[config.mk]
export PLATFORM = sky130hd
export DESIGN_NAME = divider_8b_seq_flat
export DESIGN_NICKNAME = d
export VERILOG_FILES = /design/src/rtl/divider_8b_seq_if.sv /design/src/rtl/divider_8b_seq.sv /design/src/flat_wrapper.sv
export SDC_FILE = /design/constraint.sdc
export NUM_CORES = 1
export LEC_CHECK = 0
export CAP_MARGIN = 15
export CORE_MARGIN = 1
export CORE_UTILIZATION = 31
export CTS_BUF_LIST = sky130_fd_sc_hd__clkbuf_16
export DETAILED_ROUTE_END_ITERATION = 12
export PLACE_DENSITY = 0.54
export SLEW_MARGIN = 30
export SYNTH_ARGS = -nofsm -noshare
export SYNTH_HDL_FRONTEND = slang
export SYNTH_SLANG_ARGS = --single-unit
[constraint.sdc]
create_clock -name clk -period 2.6 [get_ports clk]
set_input_delay 0.39 -clock clk [delete_from_list [all_inputs] [get_ports clk]]
set_output_delay 0.39 -clock clk [all_outputs]
set_load 0.005 [all_outputs]
[src/rtl/divider_8b_seq_if.sv]
// Operand/result handshake bundle for the 8/4 sequential divider.
// master = requester (drives operands, accepts results); slave = divider.
interface divider_8b_seq_if;
  logic       in_valid;
  logic       in_ready;
  logic [7:0] x;
  logic [3:0] y;
  logic       out_valid;
  logic       out_ready;
  logic [7:0] q;
  logic [3:0] r;
  logic       dz;

  modport master (
    output in_valid, x, y, out_ready,
    input  in_ready, out_valid, q, r, dz
  );

  modport slave (
    input  in_valid, x, y, out_ready,
    output in_ready, out_valid, q, r, dz
  );
endinterface

[src/rtl/divider_8b_seq.sv]
// Radix-2 restoring unsigned divider, 8b dividend / 4b divisor, one quotient
// bit per clock, valid/ready on both operand and result sides.

// One restoring step: shift the next dividend bit into the partial remainder,
// then trial-subtract the divisor at 5-bit width.
module div_step (
  input  logic [4:0] r_in,
  input  logic       d_msb,
  input  logic [3:0] div,
  output logic [4:0] r_out,
  output logic       q_bit
);
  logic [4:0] t;
  logic [4:0] y_ext;
  logic       unused_r_msb;

  // r_in < div <= 15 holds between steps, so r_in[4] is always zero.
  assign unused_r_msb = r_in[4];

  always_comb begin
    t     = {r_in[3:0], d_msb};
    y_ext = {1'b0, div};
    q_bit = (t >= y_ext);
    r_out = q_bit ? (t - y_ext) : t;
  end
endmodule

module divider_8b_seq (
  input logic           clk,
  input logic           rst_n,
  divider_8b_seq_if.slave bus
);
  typedef enum logic [1:0] {
    IDLE = 2'd0,
    RUN  = 2'd1,
    DONE = 2'd2
  } state_t;

  state_t     state_q, state_d;

  logic [7:0] d_q;
  logic [7:0] qs_q;
  logic [3:0] y_q;
  logic [4:0] r_q;
  logic [2:0] cnt_q;

  logic [7:0] q_o;
  logic [3:0] r_o;
  logic       dz_o;

  logic [4:0] r_nx;
  logic       q_bit;
  logic [7:0] qs_nx;
  logic       accept;
  logic       last_iter;
  logic       div_zero;

  div_step u_step (
    .r_in  (r_q),
    .d_msb (d_q[7]),
    .div   (y_q),
    .r_out (r_nx),
    .q_bit (q_bit)
  );

  assign qs_nx     = {qs_q[6:0], q_bit};
  assign accept    = bus.in_valid && (state_q == IDLE);
  assign last_iter = (state_q == RUN) && (cnt_q == 3'd7);
  assign div_zero  = (bus.y == 4'd0);

  // Handshake outputs come only from the registered state.
  assign bus.in_ready  = (state_q == IDLE);
  assign bus.out_valid = (state_q == DONE);
  assign bus.q         = q_o;
  assign bus.r         = r_o;
  assign bus.dz        = dz_o;

  always_ff @(posedge clk) begin
    if (!rst_n) state_q <= IDLE;
    else        state_q <= state_d;
  end

  always_comb begin
    state_d = state_q;
    case (state_q)
      IDLE:    if (accept) state_d = div_zero ? DONE : RUN;
      RUN:     if (last_iter) state_d = DONE;
      DONE:    if (bus.out_ready) state_d = IDLE;
      default: state_d = IDLE;
    endcase
  end

  // Working registers and result registers; results change only on DONE entry.
  always_ff @(posedge clk) begin
    if (!rst_n) begin
      d_q   <= '0;
      qs_q  <= '0;
      y_q   <= '0;
      r_q   <= '0;
      cnt_q <= '0;
      q_o   <= '0;
      r_o   <= '0;
      dz_o  <= 1'b0;
    end else begin
      case (state_q)
        IDLE: begin
          if (accept) begin
            if (div_zero) begin
              q_o  <= 8'hFF;
              r_o  <= bus.x[3:0];
              dz_o <= 1'b1;
            end else begin
              d_q   <= bus.x;
              y_q   <= bus.y;
              r_q   <= '0;
              qs_q  <= '0;
              cnt_q <= '0;
            end
          end
        end
        RUN: begin
          d_q   <= {d_q[6:0], 1'b0};
          r_q   <= r_nx;
          qs_q  <= qs_nx;
          cnt_q <= cnt_q + 3'd1;
          if (last_iter) begin
            q_o  <= qs_nx;
            r_o  <= r_nx[3:0];
            dz_o <= 1'b0;
          end
        end
        default: ;
      endcase
    end
  end
endmodule

[src/flat_wrapper.sv]
// flat-port wrapper written by rule: the top's interface ports become plain ports
module divider_8b_seq_flat 
  (clk, rst_n, bus_in_valid, bus_x, bus_y, bus_out_ready, bus_in_ready, bus_out_valid, bus_q, bus_r, bus_dz);
  divider_8b_seq_if bus_i ();
  input logic clk;
  input logic rst_n;
  input wire logic [$bits(bus_i.in_valid)-1:0] bus_in_valid;
  input wire logic [$bits(bus_i.x)-1:0] bus_x;
  input wire logic [$bits(bus_i.y)-1:0] bus_y;
  input wire logic [$bits(bus_i.out_ready)-1:0] bus_out_ready;
  output wire logic [$bits(bus_i.in_ready)-1:0] bus_in_ready;
  output wire logic [$bits(bus_i.out_valid)-1:0] bus_out_valid;
  output wire logic [$bits(bus_i.q)-1:0] bus_q;
  output wire logic [$bits(bus_i.r)-1:0] bus_r;
  output wire logic [$bits(bus_i.dz)-1:0] bus_dz;
  assign bus_i.in_valid = bus_in_valid;
  assign bus_i.x = bus_x;
  assign bus_i.y = bus_y;
  assign bus_i.out_ready = bus_out_ready;
  assign bus_in_ready = bus_i.in_ready;
  assign bus_out_valid = bus_i.out_valid;
  assign bus_q = bus_i.q;
  assign bus_r = bus_i.r;
  assign bus_dz = bus_i.dz;
  divider_8b_seq u_core (.clk(clk), .rst_n(rst_n), .bus(bus_i));
endmodule
# Word-level counts from Yosys, hierarchy flattened
# Index checks and enable logic that the tools add are counted.
# classes
n_addsub	2
n_reduce_logical	9
n_eq_ne	8
n_lt_le_gt_ge	1
n_bitwise	1
n_mux	30
# ops
operator	count
2-to-1 mux 8 bit	5
one-hot mux 8 bit (2 select lines)	2
2-to-1 mux 4 bit	6
one-hot mux 4 bit (2 select lines)	2
2-to-1 mux 7 bit	2
one-hot mux 7 bit (2 select lines)	1
AND reduction 3 bit	3
2-to-1 mux 2 bit	4
2-to-1 mux 3 bit	2
!= test 2 x 1 -> 1 bit, second input constant	3
one-hot mux 2 bit (3 select lines)	1
one-hot mux 3 bit (2 select lines)	1
>= comparator 5 x 4 -> 1 bit	1
logical NOT 4 bit	1
!= test 2 bit, second input constant	2
AND reduction 4 bit	1
subtractor 4 bit	1
adder 3 x 1 -> 3 bit, second input constant	1
equality test 3 bit, second input constant	1
2-to-1 mux 1 bit	3
equality test 2 x 1 -> 1 bit, second input constant	1
equality test 2 bit, second input constant	1
logical AND 1 bit	2
logical NOT 2 bit	1
other kinds (3)	3
# word_totals
regBits	41
inputBits	16
wordCells	60
out_inout_bits	15

# Depth between registers and ports, before layout
# Gate-level depths: netlist (run 1).
# depth
ltp_word	4
mapped_depth	8
depth_no_buf	8

# Modules after synthesis
# A second synthesis (run 1) with hierarchy kept.
# hier_totals
cells_unflattened	207
area_unflattened_um2	1949.4
# by_module_without_submodules
module	n_inst	cells_per_inst	area_each_um2	seq_area_each_um2
divider_8b_seq	1	172	1701.6	840.8
div_step	1	35	247.7	0.0

# Worst setup path before layout (run 1)
# No wires, ideal clock.
# synth_path
path_type	register -> register
startpoint	reg u_core.d_q[7]
endpoint	reg u_core.r_o[1] (netlist: u_core.bus.r[1])
path_stages_with_launch	8
t_required_ps	2526
path_buffers	0
period_less_slack_ps	1949
setup_ps	74
t_arrival_ps	1874
setup_slack_ps	651
cell_sequence	dfxtp_1 inv_1 ha_1 nand2b_1 a2111oi_0 a21o_1 mux2_2 a31oi_1
# synth_via
elab_chain_len	4
word_cells_on_any_way	5
cone_classes	add/sub: 1; order compare: 1; mux: 3
# synth_rtl
element	line	rtl
from (decl)	divider_8b_seq.sv:41	logic [7:0] d_q;
from (signal assigned)	divider_8b_seq.sv:113	d_q <= bus.x;
from (signal assigned)	divider_8b_seq.sv:122	d_q <= {d_q[6:0], 1'b0};
subtractor 4 bit or >= comparator 5 x 4 -> 1 bit (tied branches)	divider_8b_seq.sv:24, divider_8b_seq.sv:23	
2-to-1 mux 4 bit (*)	divider_8b_seq.sv:24	r_out = q_bit ? (t - y_ext) : t;
2-to-1 mux 4 bit (*)	divider_8b_seq.sv:126	if (last_iter) begin
one-hot mux 4 bit (2 select lines) (*)	divider_8b_seq.sv:105	case (state_q)
to (signal assigned)	divider_8b_seq.sv:110	r_o <= bus.x[3:0];
to (signal assigned)	divider_8b_seq.sv:128	r_o <= r_nx[3:0];
to (decl)	divider_8b_seq.sv:48	logic [3:0] r_o;
# Mark *: on every way between the ends. The rest lies on a longest branch, timed or not. The select of a mux whose other input is x is not followed.
# A chain may end at the register's enable or synchronous reset.

# Final worst setup path (run 1)
# Same ends and word-level chain as after synthesis.

==> results of run 1 <==
[synthesized netlist by cell type (2+ instances only)]
library cell  count
or2_2             2
a21oi_1          14
buf_2             4
a31oi_1           5
a22oi_1           8
o221a_2           7
a311oi_1          9
nor2_1           22
clkbuf_1          6
ha_1              6
nor2b_1           2
mux2_2            2
dfxtp_1          41
a21o_1            3
nand2b_1          3
inv_1             7
o21ai_1           3
nand3_1           7
o21ai_0           4
nand2_1          28
[layout make-up]
class                   count  share of cell area [%]
multi-input cells         139                    38.2
flip-flops and latches     41                    35.1
repair buffers             35                    14.5
clock buffers               5                    5.35
well taps                  72                    3.85
clock inverters             3                    1.77
inverters                   8                    1.28
[layer usage]
layer	GRT usage (%)	up-vias	wire [um]
li1	-	787	-
met1	20.5	738	2230
met2	21.4	31	1840
met3	3.72	2	198
met4	5.56	0	40
met5	0	-	0
[power by group through the flow]
stage          clock (mW)  combinational [mW]  sequential, mW
3_3_place_gp            0               0.209           0.694
5_1_grt             0.728               0.233           0.684
4_1_cts             0.703               0.212           0.681
6_report            0.690               0.210           0.681
3_5_place_dp            0               0.211           0.694
2_1_floorplan           0               0.137           0.688
[cells by family (layout without fill, tap and decap cells)]
logic type | Yosys count | after routing
flip-flops | 41 | 41
multiplexers | 2 | 2
AND/OR/NAND/NOR | 69 | 69
AO/OA/AOI/OAI | 60 | 60
adder cells (fa/ha/maj) | 7 | 7
buffers and inverters | 19 | 51
XOR/XNOR | 1 | 1
[worst reg2reg max path: stages, from the launching register on]
cell,delay (ns)
dfxtp_1,0.39
inv_1,0.06
ha_1,0.29
nand2b_1,0.16
a2111oi_0,0.49
a21o_1,0.28
mux2_2,0.39
a31oi_1,0.15
[worst paths after layout]
| path | slack, ns | from | endpoint |
|---|---|---|---|
| setup / recovery | 0.31 | u_core.d_q[7] | u_core.bus.r[1] |
| hold / removal | 0.45 | u_core.d_q[0] | u_core.d_q[0] |
| setup reg to reg | 0.31 | u_core.d_q[7] | u_core.bus.r[1] |
| hold reg to reg | 0.45 | u_core.d_q[0] | u_core.d_q[0] |
[state kept, by name, indices dropped and copies added (netlist names)]
| register | count |
|---|---|
| u_core.bus.q | 8 |
| u_core.bus.r | 4 |
| u_core.state_q | 2 |
| u_core.d_q | 8 |
| u_core.cnt_q | 3 |
| u_core.qs_q | 7 |
| u_core.bus.dz | 1 |
| u_core.r_q | 4 |
| u_core.y_q | 4 |
[through the flow]
step           util [%]  worst slack [ns]  cells  hold WS (ns)  instance area (um2)
6_report           42.2             0.315    303         0.451                 2340
5_1_grt            42.2             0.128    303         0.472                 2340
4_1_cts            42.2             0.345    303         0.452                 2340
3_5_place_dp       39.2             0.347    295         0.443                 2170
3_3_place_gp       39.2             0.369    295         0.441                 2170
2_1_floorplan         -             0.651    199         0.432                 1800
[layout by cell type, fill, tap and decap left out, types with 5 or more instances in the layout]
master,instances
nand3_1,7
o221a_2,7
clkdlybuf4s50_1,30
dfxtp_1,41
ha_1,6
inv_1,7
nor2_1,22
a21oi_1,14
a31oi_1,5
clkbuf_16,5
buf_4,5
a311oi_1,9
nand2_1,28
a22oi_1,8
==> metrics.cfg, run 1 <==
[status]
outcome = finished, final reports clean

[synthesis]
synth_compound_area_share_pct = 24.9
post-synth-top-area-cell = dfxtp_1
yosysWarnings = 0
synth-edff-count = 0
synthMuxAreaShare_pct = 1.25
synth_nets = 222
synth-seq-area-share_pct = 45.7
synth_area_leaders = dfxtp_1 (46%), nand2_1 (5.8%), nor2_1 (4.6%), a311oi_1 (4.4%), o221a_2 (4.4%)
syn_inst = 199
synth_xor_area_share_pct = 0.487
ys.flop_type = dfxtp_1
synth.distinct_cells = 36
async_flop_share_pct = 0
synth_top_area_share_pct = 45.7
synthSimpleGateAreaFrac_pct = 17.7
syn_area_per_cell_um2 = 9.03
syn_area_mm2 = 0.00180
ys_seq_elements = 41
synthAdderAreaFrac_pct = 5.29
synth_top_family_by_area = compound AO/OA/AOI/OAI gates

[route]
vias = 1558
wirelength_um = 4310
dr.pass1.iters = 4
drtIter0Drc = 69
drtAntennaViolNets = 0
via_per_inst = 5.14
drc = 0
wl_per_cell_um = 14.2

[pwr]
power_leakage_nw = 0.886
internal_power_mw = 1.20
switching_share_pct = 24.0
p_total_mw = 1.58
vdd_ir_drop_max_mv = 0.302
p_clk_share_pct = 43.7
power_frac_seq_pct = 43.1
switchingPower_mw = 0.379
power_density_mw_per_mm2 = 676
pwr-share-comb_pct = 13.3

[layout]
drive_gt1_share_pct = 11.7
nNetsFinal = 253
seqCellArea_um2 = 821
diodes = 0
synthToLayoutAreaGrowth_pct = 30.1
multi_input_area_um2 = 892
fill_cells = 577

[clock_network]
cts_buffer_depth = 2
htree_num_levels = 2
cts_tree = done
clk_pin_slew_ns = 0.06
cts_setup_buffers = 0
cts_resized = 0
cts-hold-fix-buffers = 0
numCtsBuffers = 5
clk_latency_ns = 0.28
clockRootBuffer = clkbuf_16
cts.sinks = 41

[critical_path]
cp.arrival_ns = 2.49
cpLargestDelayFamily = compound AO/OA/AOI/OAI gates
crit_cells = 7
crit_type = flip-flop to flip-flop
reg2regPathDepth = 7
crit_required_ns = 2.81
startpoint_type = flip-flop
worstPathMaxFanout = 7
crit_buf_inv = 1
path_cells = inv_1, ha_1, nand2b_1, a2111oi_0, a21o_1, mux2_2, a31oi_1
cp-end-kind = flip-flop
cpPeakStageDelay_ns = 0.49
crit_path_top_delay_cell = a2111oi_0

[die]
die_area_mm2 = 0.00610
die_y_um = 78.1
std_cell_rows = 27
start_util_pct = 32.4
io-pin-count = 31
die-width_um = 78.1
core_area_mm2 = 0.00554

[global_routing]
grt_overflow = 0
grt_max_degree = 29
antenna_found_initial = 0
grtUsageTotal_pct = 14.6
grt_pass1_vias = 1399
grt_pass1_wl_um = 6890

[sta]
skew_ns = 0.00330
rsz0062_at_grt = false
hold_violations = 0
period_share_pct = 87.9
slew_viol_final = 0
worst_pin_slew_ns = 0.511
relSlewSlack_pct = 65.9
fin_tns_setup_ns = 0
setup_viol = 0
fin_crit_ns = 2.29
fmax_mhz = 438

[placed_design]
dp_hpwl_um = 2940
port_buffers = 30
gp_congestion = 0.785

[worst_hold_path]
hp-class = flip-flop to flip-flop
hold_depth = 2

[job]
drv_cap = 0

No activity file was read; power rests on OpenSTA's default activity.
==> inputs of run 2 (changes only) <==
SLEW_MARGIN = 20   (was 30)
==> results of run 2 <==
Final layout, timing and power as in run 1 (identical DEF).
==> inputs of run 3 (changes only) <==
--- a/config.mk
+++ b/config.mk
@@ -6,5 +6,5 @@
 export NUM_CORES = 1
 export LEC_CHECK = 0
-export CAP_MARGIN = 15
+export CAP_MARGIN = 20
 export CORE_MARGIN = 1
 export CORE_UTILIZATION = 31
==> constraint.sdc (replaced) <==
create_clock -name clk -period 2.6 [get_ports clk]
set_input_delay 0.39 -clock clk [delete_from_list [all_inputs] [get_ports clk]]
set_output_delay 0.39 -clock clk [all_outputs]
set_load 0.01 [all_outputs]
==> results of run 3 <==
The final DEF is identical to that of run 1. Status: finished, final reports clean.
